==> config.mk <==
export PLATFORM = sky130hd
export DESIGN_NAME = ram_scheduler
export DESIGN_NICKNAME = d
export VERILOG_FILES = /design/src/rtl/ram_scheduler.sv
export SDC_FILE = /design/constraint.sdc
export NUM_CORES = 1
export LEC_CHECK = 0
export CAP_MARGIN = 10
export CORE_MARGIN = 1.5
export CORE_UTILIZATION = 38
export DETAILED_ROUTE_END_ITERATION = 10
export DONT_BUFFER_PORTS = 1
export PLACE_DENSITY = 0.61
export REMOVE_ABC_BUFFERS = 1
export SLEW_MARGIN = 20
export SYNTH_ARGS = -nofsm -noshare
export SYNTH_HDL_FRONTEND = slang
export SYNTH_SLANG_ARGS = --single-unit
==> constraint.sdc <==
create_clock -name clk -period 5.8 [get_ports clk]
set_input_delay 0.29 -clock clk [delete_from_list [all_inputs] [get_ports clk]]
set_output_delay 0.29 -clock clk [all_outputs]
set_load 0.05 [all_outputs]
==> src/rtl/ram_scheduler.sv <==
// Three-requester burst arbiter for a single-port RAM. Round-robin ordering
// with an age override, per-word acks and one-cycle read-return tracking.
module ram_scheduler #(
    parameter int unsigned AGE_LIMIT = 8
) (
    input  logic        clk,
    input  logic        rst,
    input  logic [2:0]  req,
    input  logic [2:0]  we,
    input  logic [41:0] addr_in,
    input  logic [11:0] len_in,
    input  logic [29:0] wdata_in,
    output logic [2:0]  grant,
    output logic [2:0]  ack,
    output logic [2:0]  rvalid,
    output logic [9:0]  rdata,
    output logic [13:0] ram_addr,
    output logic [9:0]  ram_wdata,
    output logic        ram_read,
    output logic        ram_write,
    input  logic [9:0]  ram_rdata,
    output logic        busy,
    output logic [1:0]  owner
);

    // state | meaning
    // IDLE  | no owner; pick a winner when any request is pending
    // BURST | owner holds the RAM port, one word per cycle
    // DRAIN | grant released, final read word returns this cycle
    typedef enum logic [1:0] {
        IDLE  = 2'd0,
        BURST = 2'd1,
        DRAIN = 2'd2
    } state_t;

    state_t      state, state_nxt;
    logic [1:0]  own_q, last_owner, rd_owner, winner, cand;
    logic [3:0]  cnt_q, len_q;
    logic [13:0] base_q;
    logic        we_q, rd_pend, found, access, start;
    logic [3:0]  age [3];
    logic [9:0]  wdata_a [3];
    logic [13:0] addr_a [3];
    logic [3:0]  len_a [3];

    assign wdata_a[0] = wdata_in[9:0];
    assign wdata_a[1] = wdata_in[19:10];
    assign wdata_a[2] = wdata_in[29:20];
    assign addr_a[0]  = addr_in[13:0];
    assign addr_a[1]  = addr_in[27:14];
    assign addr_a[2]  = addr_in[41:28];
    assign len_a[0]   = len_in[3:0];
    assign len_a[1]   = len_in[7:4];
    assign len_a[2]   = len_in[11:8];

    // Aged requesters win by lowest index; otherwise walk round robin after last_owner.
    always_comb begin
        winner = 2'd0;
        found  = 1'b0;
        cand   = last_owner;
        for (int i = 0; i < 3; i++) begin
            if (!found && req[i] && age[i] >= 4'(AGE_LIMIT)) begin
                winner = 2'(i);
                found  = 1'b1;
            end
        end
        for (int k = 0; k < 3; k++) begin
            cand = (cand == 2'd2) ? 2'd0 : cand + 2'd1;
            if (!found && req[cand]) begin
                winner = cand;
                found  = 1'b1;
            end
        end
    end

    assign start  = (state == IDLE) && (|req);
    assign access = (state == BURST) && req[own_q];

    always_comb begin
        state_nxt = state;
        grant     = 3'b000;
        ack       = 3'b000;
        ram_read  = 1'b0;
        ram_write = 1'b0;
        ram_addr  = 14'd0;
        ram_wdata = 10'd0;
        case (state)
            IDLE: begin
                if (|req) state_nxt = BURST;
            end
            BURST: begin
                grant = 3'b001 << own_q;
                if (!access) begin
                    state_nxt = rd_pend ? DRAIN : IDLE;
                end else begin
                    ack       = grant;
                    ram_read  = ~we_q;
                    ram_write = we_q;
                    ram_addr  = base_q + 14'(cnt_q);
                    ram_wdata = wdata_a[own_q];
                    if (cnt_q == len_q) state_nxt = we_q ? IDLE : DRAIN;
                end
            end
            DRAIN: state_nxt = IDLE;
            default: state_nxt = IDLE;
        endcase
    end

    assign rvalid = rd_pend ? (3'b001 << rd_owner) : 3'b000;
    assign rdata  = rd_pend ? ram_rdata : 10'd0;
    assign busy   = (state != IDLE);
    assign owner  = (state == BURST) ? own_q : 2'd3;

    always_ff @(posedge clk) begin
        if (rst) begin
            state      <= IDLE;
            own_q      <= 2'd0;
            last_owner <= 2'd2;
            rd_owner   <= 2'd0;
            rd_pend    <= 1'b0;
            cnt_q      <= 4'd0;
            len_q      <= 4'd0;
            base_q     <= 14'd0;
            we_q       <= 1'b0;
            for (int i = 0; i < 3; i++) age[i] <= 4'd0;
        end else begin
            state    <= state_nxt;
            rd_pend  <= ram_read;
            rd_owner <= own_q;
            if (start) begin
                own_q      <= winner;
                last_owner <= winner;
                we_q       <= we[winner];
                base_q     <= addr_a[winner];
                len_q      <= len_a[winner];
                cnt_q      <= 4'd0;
            end else if (access) begin
                cnt_q <= cnt_q + 4'd1;
            end
            for (int i = 0; i < 3; i++) begin
                if (!req[i] || grant[i] || (start && winner == 2'(i)))
                    age[i] <= 4'd0;
                else if (age[i] != 4'd15)
                    age[i] <= age[i] + 4'd1;
            end
        end
    end

endmodule

==> metrics.yaml, run 1 <==
outcome: "finished, final reports clean"
yosys_warnings: 0
core_um2: 8640
clkTransAtPathRegs_ns: 0.09
critPathLaunch: "own_q[1]"
synth_area_leaders: "dfxtp_1 (19%), edfxtp_1 (11%), nor2_1 (8.0%)"
layout.cells.non_filler: 515
grt-ovfl-total: 0
slowest_stage: "o31ai_2"
place_inst: 507
hold_viol_final: 0
cp_num_buf_inv: 1
period_minus_slack_ns: 3.64
report.final.slew_viol_count: 0
place_hpwl_mm: 6.67
ir_worst_vdd_mv: 0.124
cts_tree: "yes"
synth_edf_count: 12
ys.flop_type: "dfxtp_1"
root_buffer: "clkbuf_8"
port_buffers: 0
synthToLayoutAreaGrowth_pct: 5.16
cts.path.max_buffers: 2
die_x_um: 96.8
powerDensity_nw_per_um2: 264
ys_seq_elements: 43
rows: 34
antenna_found_initial: 0
hold_class: "primary input to register"
via_per_inst: 5.92
p_sw_w: 0.000351
grt_max_degree: 37
async_flop_share_pct: 0
die_area_um2: 9380
cts_sinks: 43
critical_path_arrival_ns: 3.35
grt_pass1_wl_mm: 14.8
drt_iter0_markers: 185
drive_gt1_share_pct: 8.11
vias: 3051
rsz0062_at_grt: "false"
ant_nets: 0
crit_path_start_kind: "register"
routed_wl_mm: 9.40
r2r_start: "own_q[1]"
clkPwrFrac_pct: 28.8
drv_cap: 0
min_from: "rst"
hold_buffers: 0
crit_required_ns: 5.51
numCtsBuffers: 5
synth_area_um2: 3350
fin_tns_setup_ns: 0
crit_chain: "or3b_1, nor3_4, nor3_4, buf_4, o31ai_2"
p_leak_nw: 1.36
routedWlPerCell_um: 18.2
synthTopCellsByCount: "nor2_1 (71), dfxtp_1 (31), nand2_1 (31), o21ai_0 (25)"
pwr-share-seq_pct: 39.8
io_pins: 150
cp_top_family: "simple AND/OR/NAND/NOR gates"
cp_max_fo: 30
yosysMostFrequentCell: "nor2_1"
yosysTopAreaCell: "dfxtp_1"
p_total_w: 0.000929
htree_levels: 2
p_comb_share_pct: 31.4
postCtsSetupRepairBufs: 0
syn_inst: 424
fmax_mhz: 275
nNetsFinal: 520
gp_congestion: 0.760
fin_skew_ns: 0.00723
grtUsageTotal_pct: 19.4
synth_top_area_share_pct: 18.5
internal_power_w: 0.000578
cts_resized: 0
slew_headroom_pct: 23.3
cpMostUsedCell: "nor3_4"
drcViolationCount: 0
critPathKind: "register to primary output"
yosysUniqueCellTypes: 54
grt_pass1_vias: 2962
start_util_pct: 38.7
period_share_pct: 62.8
avgSynthCellArea_um2: 7.89
yosysSeqAreaShare_pct: 29.3
dieHeight_um: 96.8
slowest_delay_ns: 0.85
p_sw_share_pct: 37.8
dr.pass1.iters: 4
worst_pin_slew_ns: 1.15
clk_latency_ns: 0.30
cp-end-kind: "primary output"
setup_violations: 0
n_antenna_cell: 0
-- worst paths after layout --
kind,slack [ns],end,depth (start not counted)
min reg2reg,0.52,rd_pend,1
max reg2reg,2.91,age[0][3],5
min,0.05,rd_owner[0],1
max,2.16,ram_wdata[4],5
-- area by class of cell --
class                           count  area, um^2
Timing Repair Buffer                6        45.0
Inverter                           20        75.1
Tap cell                          108         135
Fill cell                         901        5120
Clock buffer                        6        93.8
Multi-Input combinational cell    330        2150
Clock inverter                      2        37.5
Sequential cell                    43         981
-- metal layers --
metal  up-vias  global-route usage [%]  share of wire [%]
met5         -                       0                  0
met4         0                    8.03                1.9
met3        15                    3.97                6.2
met2       142                    31.6                 49
met1      1419                    25.1                 43
li1       1475                       -                  -
-- placed cells by master (no fill, tap or decap), types with 2 or more instances in the layout --
| cell | n |
|---|---|
| and2_1 | 11 |
| xor2_1 | 8 |
| o211a_1 | 19 |
| nand3_1 | 6 |
| a21oi_1 | 17 |
| ha_1 | 11 |
| xnor2_1 | 13 |
| or2_2 | 2 |
| nand2_1 | 31 |
| o211ai_1 | 20 |
| o21ai_0 | 25 |
| nor3b_1 | 4 |
| dfxtp_1 | 31 |
| clkbuf_8 | 5 |
| nor3_1 | 7 |
| nand2b_1 | 3 |
| buf_4 | 6 |
| nor4_1 | 20 |
| or3_1 | 3 |
| inv_1 | 19 |
| nor2b_1 | 8 |
| and3_1 | 5 |
| a211oi_1 | 3 |
| nor2_1 | 71 |
| nor3_4 | 2 |
| edfxtp_1 | 12 |
| mux2i_1 | 7 |
| nand4_1 | 4 |
| a22oi_1 | 5 |
-- per-stage QoR --
stage          utilization (%)  hold slack [ns]  worst slack (ns)  cell area (um^2)
2_1_floorplan                -            0.357              2.16              3170
3_3_place_gp              39.2            0.367              2.50              3390
3_5_place_dp              39.2            0.365              2.47              3390
4_1_cts                   40.7           0.0431              2.14              3520
5_1_grt                   40.7           0.0349              2.03              3520
6_report                  40.7           0.0540              2.16              3520
-- flip-flops by register name (all words and copies together) (netlist names) --
name / cells
age: 12
base_q: 14
cnt_q: 4
last_owner: 1
len_q: 4
own_q: 2
rd_owner: 2
rd_pend: 1
state: 2
we_q: 1
-- cell families (layout without fill, tap and decap cells) --
family	Yosys count	count (layout)	synth area share, %
flip-flops	43	43	29.3
multiplexers	7	7	2.09
AND/OR/NAND/NOR	186	186	27.9
buffers and inverters	51	34	7.40
AO/OA/AOI/OAI	104	104	23.1
XOR/XNOR	21	21	5.50
adder cells (fa/ha/maj)	12	12	4.71
-- power groups by stage --
stage / Combinational (W) / Sequential, W / Clock (W)
after floorplan: 0.000236 / 0.000367 / 0
after global placement: 0.000290 / 0.000375 / 0
after detailed placement: 0.000293 / 0.000376 / 0
after CTS: 0.000294 / 0.000370 / 0.000273
after global routing: 0.000319 / 0.000375 / 0.000285
final: 0.000292 / 0.000370 / 0.000267
No activity file was read; power rests on OpenSTA's default activity.
==> run 2, diff against run 1 <==
==> constraint.sdc (replaced) <==
create_clock -name clk -period 3.4 [get_ports clk]
set_input_delay 0.17 -clock clk [delete_from_list [all_inputs] [get_ports clk]]
set_output_delay 0.17 -clock clk [all_outputs]
set_load 0.05 [all_outputs]
==> metrics.yaml, run 2 (same netlist as run 1, synthesis figures left out) <==
outcome: "finished, final reports clean"
critPathLaunch: "cnt_q[0]"
nNetsFinal: 550  # +5.8%
cts_sinks: 43  # unchanged
fmax_mhz: 349
whs_ns: 0.0227  # -0.0313 ns
vias: 3099  # +1.6%
top_regs: "base_q x14, age x12"
period_share_pct: 84.3
cts.path.max_buffers: 2  # unchanged
worstRegToRegCells: 6  # +1
cts_resized: 0  # unchanged
via_per_inst: 5.69  # -4.0%
dr.pass1.iters: 5  # +1
core_um2: 8640  # unchanged
worst_pin_slew_ns: 0.879  # -0.272 ns
place_worst_setup_slack_ns: 0.659  # -1.81 ns
start_util_pct: 38.7  # unchanged
slew_headroom_pct: 41.2  # +18 points
cp-end-kind: "primary output"
report.final.slew_viol_count: 0  # unchanged
crit_chain: "ha_1, inv_1, fa_1, nor2b_1, o21ai_0, a211oi_1, xnor2_1, nor2_1, buf_4"
grt_pass1_vias: 3097  # +4.6%
grt_max_degree: 37  # unchanged
cp_max_fo: 5  # -83%
drcViolationCount: 0  # unchanged
grt_pass1_wl_mm: 15.4  # +3.6%
largest_register: "base_q"
crit_path_start_kind: "register"
crit_cells: 9  # +4
n_antenna_cell: 0  # unchanged
antenna_found_initial: 0  # unchanged
layout_common_cells: "nor2_1 (71), buf_4 (35), nand2_1 (31), dfxtp_1 (31), o21ai_0 (25)"
synthToLayoutAreaGrowth_pct: 12.0
critical_path_arrival_ns: 2.70  # -0.65 ns
cp-endpoint: "ram_addr[10]"
p_leak_nw: 1.51  # +12%
drive_gt1_share_pct: 14.2  # +6.1 points
cp_num_buf_inv: 2  # +1
gp_congestion: 0.746  # -1.9%
ir_worst_vdd_mv: 0.210  # +69%
clk_latency_ns: 0.30  # about the same
dieHeight_um: 96.8  # unchanged
critPathKind: "register to primary output"
cts_tree: "yes"
hold_class: "primary input to register"
largest_register_ffs: 14  # unchanged
period_minus_slack_ns: 2.87
port_buffers: 0  # unchanged
setup_violations: 0  # unchanged
rsz0062_at_grt: "false"
mostFrequentLayoutCell: "nor2_1"
slowest_stage: "dfxtp_1"
slowest_delay_ns: 0.47  # -0.38 ns
rows: 34  # unchanged
hold_viol_final: 0  # unchanged
clkTransAtPathRegs_ns: 0.09  # about the same
numCtsBuffers: 5  # unchanged
fin_skew_ns: 0.0114  # +0.00420 ns
routed_wl_mm: 9.42  # +0.31%
fillers: 883  # -2.0%
cp_top_family: "adder cells"
die_area_um2: 9380  # unchanged
rr_endpoint: "base_q[10]"
min_from: "len_in[3]"
drv_cap: 0  # unchanged
powerDensity_nw_per_um2: 428  # +62%
htree_levels: 2  # unchanged
r2r_slack_ns: 0.64  # -2.27 ns
io_pins: 150  # unchanged
routedWlPerCell_um: 17.3  # -5.2%
worst_slack_ns: 0.534  # -1.63 ns
die_x_um: 96.8  # unchanged
drt_iter0_markers: 115  # -38%
crit_required_ns: 3.23  # -2.28 ns
grt-ovfl-total: 0  # unchanged
grtUsageTotal_pct: 19.9  # +0.48 points
ant_nets: 0  # unchanged
place_hpwl_mm: 6.87  # +3.1%
root_buffer: "clkbuf_8"
r2r_start: "own_q[0]"
## run 2: cell count changes in the layout (fill, tap and decap cells not counted), sizes merged
cell	delta
buf	+29
dlygate4sd3	+1
## run 2: layout make-up
type	instances	area (um^2)	share of cell area, %
Multi-Input combinational cell	330	2150	57.4
Timing Repair Buffer	36	273	7.28
Clock buffer	6	93.8	2.51
Tap cell	108	135	3.61
Clock inverter	2	37.5	1.00
Inverter	20	75.1	2.00
Sequential cell	43	981	26.2
## run 2: through the flow
| stage | total power (W) | area (um^2) | std cells | setup TNS, ns | util [%] |
|---|---|---|---|---|---|
| after floorplan | 0.00103 | 3170 | 393 | -0.121 | - |
| after global placement | 0.00116 | 3600 | 536 | 0 | 41.7 |
| after detailed placement | 0.00117 | 3600 | 536 | 0 | 41.7 |
| after CTS | 0.00162 | 3750 | 545 | 0 | 43.4 |
| after global routing | 0.00170 | 3750 | 545 | 0 | 43.4 |
| final | 0.00160 | 3750 | 545 | 0 | 43.4 |
## run 2: how the worst min path moves through the flow
| stage | endpoint | cells after the start |
|---|---|---|
| after floorplan | rd_owner[0] | 1 |
| after global placement | own_q[1] | 1 |
| after detailed placement | own_q[1] | 1 |
| after CTS | len_q[1] | 1 |
| after global routing | len_q[1] | 1 |
| final | len_q[3] | 1 |
## run 2: power by group
part           internal (W)  switching (W)  total [W]
sequential         0.000574      0.0000523   0.000626
clock              0.000263       0.000182   0.000445
combinational      0.000180       0.000354   0.000534
## run 2: what timing repair did
action                                 4_1_cts  5_1_grt
hold buffers                                 1        0
endpoints found under the hold margin        7        0
buffers inserted                             0        0
setup endpoints to repair                    0        0
## run 2: layer usage
layer / track usage (%) / part of all wire, %
met4: 6.02 / 1.8
met3: 3.11 / 4.1
met2: 34.9 / 49
met1: 25.2 / 45
met5: 0 / 0
==> run 3, diff against run 2 <==
==> constraint.sdc (replaced) <==
create_clock -name clk -period 2.8 [get_ports clk]
set_input_delay 0.14 -clock clk [delete_from_list [all_inputs] [get_ports clk]]
set_output_delay 0.14 -clock clk [all_outputs]
set_load 0.05 [all_outputs]
==> metrics.yaml, run 3 (same netlist as run 1, synthesis figures left out) <==
outcome: "finished, final reports clean"
place_inst: 545  # +1.7%
root_buffer: "clkbuf_8"
layout.cells.non_filler: 574  # +5.3%
fmax_mhz: 385
grt_pass1_wl_mm: 15.5  # +0.90%
cts_tree: "yes"
p_comb_share_pct: 36.4  # +3.1 points
period_share_pct: 92.8
hold_class: "primary input to register"
via_per_inst: 5.62  # -1.2%
n_antenna_cell: 0  # unchanged
crit_required_ns: 2.66  # -0.57 ns
p_total_w: 0.00191  # +19%
min_from: "rst"
report.final.slew_viol_count: 0  # unchanged
clkTransAtPathRegs_ns: 0.09  # about the same
powerDensity_nw_per_um2: 480  # +12%
setup_violations: 0  # unchanged
min_to: "len_q[3]"
rows: 34  # unchanged
cp_top_family: "simple AND/OR/NAND/NOR gates"
worst_pin_slew_ns: 0.881  # +0.00149 ns
clkPwrFrac_pct: 24.0  # -3.7 points
drive_gt1_share_pct: 15.0  # +0.83 points
slowest_delay_ns: 0.51  # +0.04 ns
p_leak_nw: 1.63  # +7.9%
gp_congestion: 0.812  # +8.7%
cp_num_buf_inv: 1  # -1
r2r_start: "age[0][3]"
dr.pass1.iters: 4  # -1
drt_iter0_markers: 166  # +44%
final_cell_area_um2: 3990  # +6.4%
place_hpwl_mm: 6.88  # about the same
routed_wl_mm: 9.63  # +2.2%
synthToLayoutAreaGrowth_pct: 19.1
p_sw_w: 0.000735  # +25%
critPathKind: "register to primary output"
slew_headroom_pct: 41.1  # -0.10 points
ant_nets: 0  # unchanged
rsz0062_at_grt: "false"
pwr-share-seq_pct: 39.6  # +0.6 points
grt_max_degree: 37  # unchanged
slowest_stage: "or3b_2"
routedWlPerCell_um: 16.8  # -3.0%
internal_power_w: 0.00118  # +16%
cp-end-kind: "primary output"
antenna_found_initial: 0  # unchanged
multiInputGateArea_um2: 2150  # unchanged
crit_path_start_kind: "register"
htree_levels: 2  # unchanged
grt-ovfl-total: 0  # unchanged
vias: 3225  # +4.1%
nNetsFinal: 579  # +5.3%
crit_chain: "ha_1, nand4_1, o211ai_1, or3b_2, xor2_1, nor2_1, buf_4"
die_area_um2: 9380  # unchanged
hold_viol_final: 0  # unchanged
critical_path_arrival_ns: 2.46  # -0.24 ns
cp_max_fo: 5  # unchanged
numCtsBuffers: 5  # unchanged
start_util_pct: 38.7  # unchanged
largest_register: "base_q"
largest_register_ffs: 14  # unchanged
io_pins: 150  # unchanged
die_x_um: 96.8  # unchanged
p_sw_share_pct: 38.5  # +1.8 points
cts_sinks: 43  # unchanged
rr_endpoint: "base_q[4]"
worstRegToRegCells: 5  # -1
dieHeight_um: 96.8  # unchanged
drcViolationCount: 0  # unchanged
hold_depth: 2  # +1
layout_common_cells: "nor2_1 (71), buf_4 (44), nand2_1 (31), dfxtp_1 (30), o21ai_0 (24)"
utilization_pct: 46.1  # +2.8 points
grtUsageTotal_pct: 20.2  # +0.32 points
port_buffers: 0  # unchanged
cts.path.max_buffers: 2  # unchanged
period_minus_slack_ns: 2.60
fin_tns_setup_ns: 0  # unchanged
mostFrequentLayoutCell: "nor2_1"
ir_worst_vdd_mv: 0.220  # +5.1%
postPlaceCellArea_um2: 3670  # +1.9%
clk_latency_ns: 0.31  # about the same
r2r_slack_ns: 0.50  # -0.14 ns
regArea_um2: 982  # +0.13%
fin_skew_ns: 0.0144  # +0.00298 ns
grt_pass1_vias: 3120  # +0.74%
drv_cap: 0  # unchanged
fillers: 864  # -2.2%
core_um2: 8640  # unchanged
top_regs: "base_q x14, age x12"
==> run 3: worst max path at each step <==
stage             start           end  cells past startpoint
2_1_floorplan  own_q[1]  ram_wdata[4]                      4
3_3_place_gp   cnt_q[0]  ram_addr[10]                      9
3_5_place_dp   cnt_q[0]  ram_addr[10]                      9
4_1_cts        cnt_q[0]  ram_addr[10]                      9
5_1_grt        cnt_q[0]  ram_addr[12]                      9
6_report       cnt_q[3]  ram_addr[13]                      7
==> run 3: layout make-up <==
class | count | share of cell area [%]
Inverter | 20 | 1.88
Sequential cell | 43 | 24.6
Clock buffer | 8 | 2.54
Tap cell | 108 | 3.39
Timing Repair Buffer | 65 | 13.6
Multi-Input combinational cell | 330 | 54.0
==> run 3: through the flow <==
step	hold slack, ns	setup WS, ns
floorplan	0.207	-0.691
global placement	0.216	0.484
detailed placement	0.217	0.433
CTS	0.000320	0.0814
global route	0.00543	0.0353
finish	0.0160	0.201
==> run 3: what timing repair did <==
| item | in CTS | in global routing |
|---|---|---|
| setup endpoints to repair | 0 | 3 |
| hold endpoints to repair | 23 | 5 |
| hold buffers | 17 | 4 |
| buffers inserted | 0 | 0 |
| gates resized for setup | 0 | 2 |
==> run 3: per-layer routing <==
metal / vias up / wire (um) / GRT usage, % / share of wire (%)
met5: - / 0 / 0 / 0
met4: 0 / 141 / 6.69 / 1.5
met3: 13 / 497 / 2.89 / 5.2
met2: 121 / 4720 / 34.8 / 49
met1: 1502 / 4270 / 26.0 / 44
li1: 1589 / - / - / -
==> run 3: power by group through the flow <==
stage | Combinational, W | Sequential [W] | Clock (W)
2_1_floorplan | 0.000490 | 0.000760 | 0
3_3_place_gp | 0.000655 | 0.000770 | 0
3_5_place_dp | 0.000667 | 0.000772 | 0
4_1_cts | 0.000690 | 0.000757 | 0.000461
5_1_grt | 0.000756 | 0.000767 | 0.000497
6_report | 0.000695 | 0.000757 | 0.000459
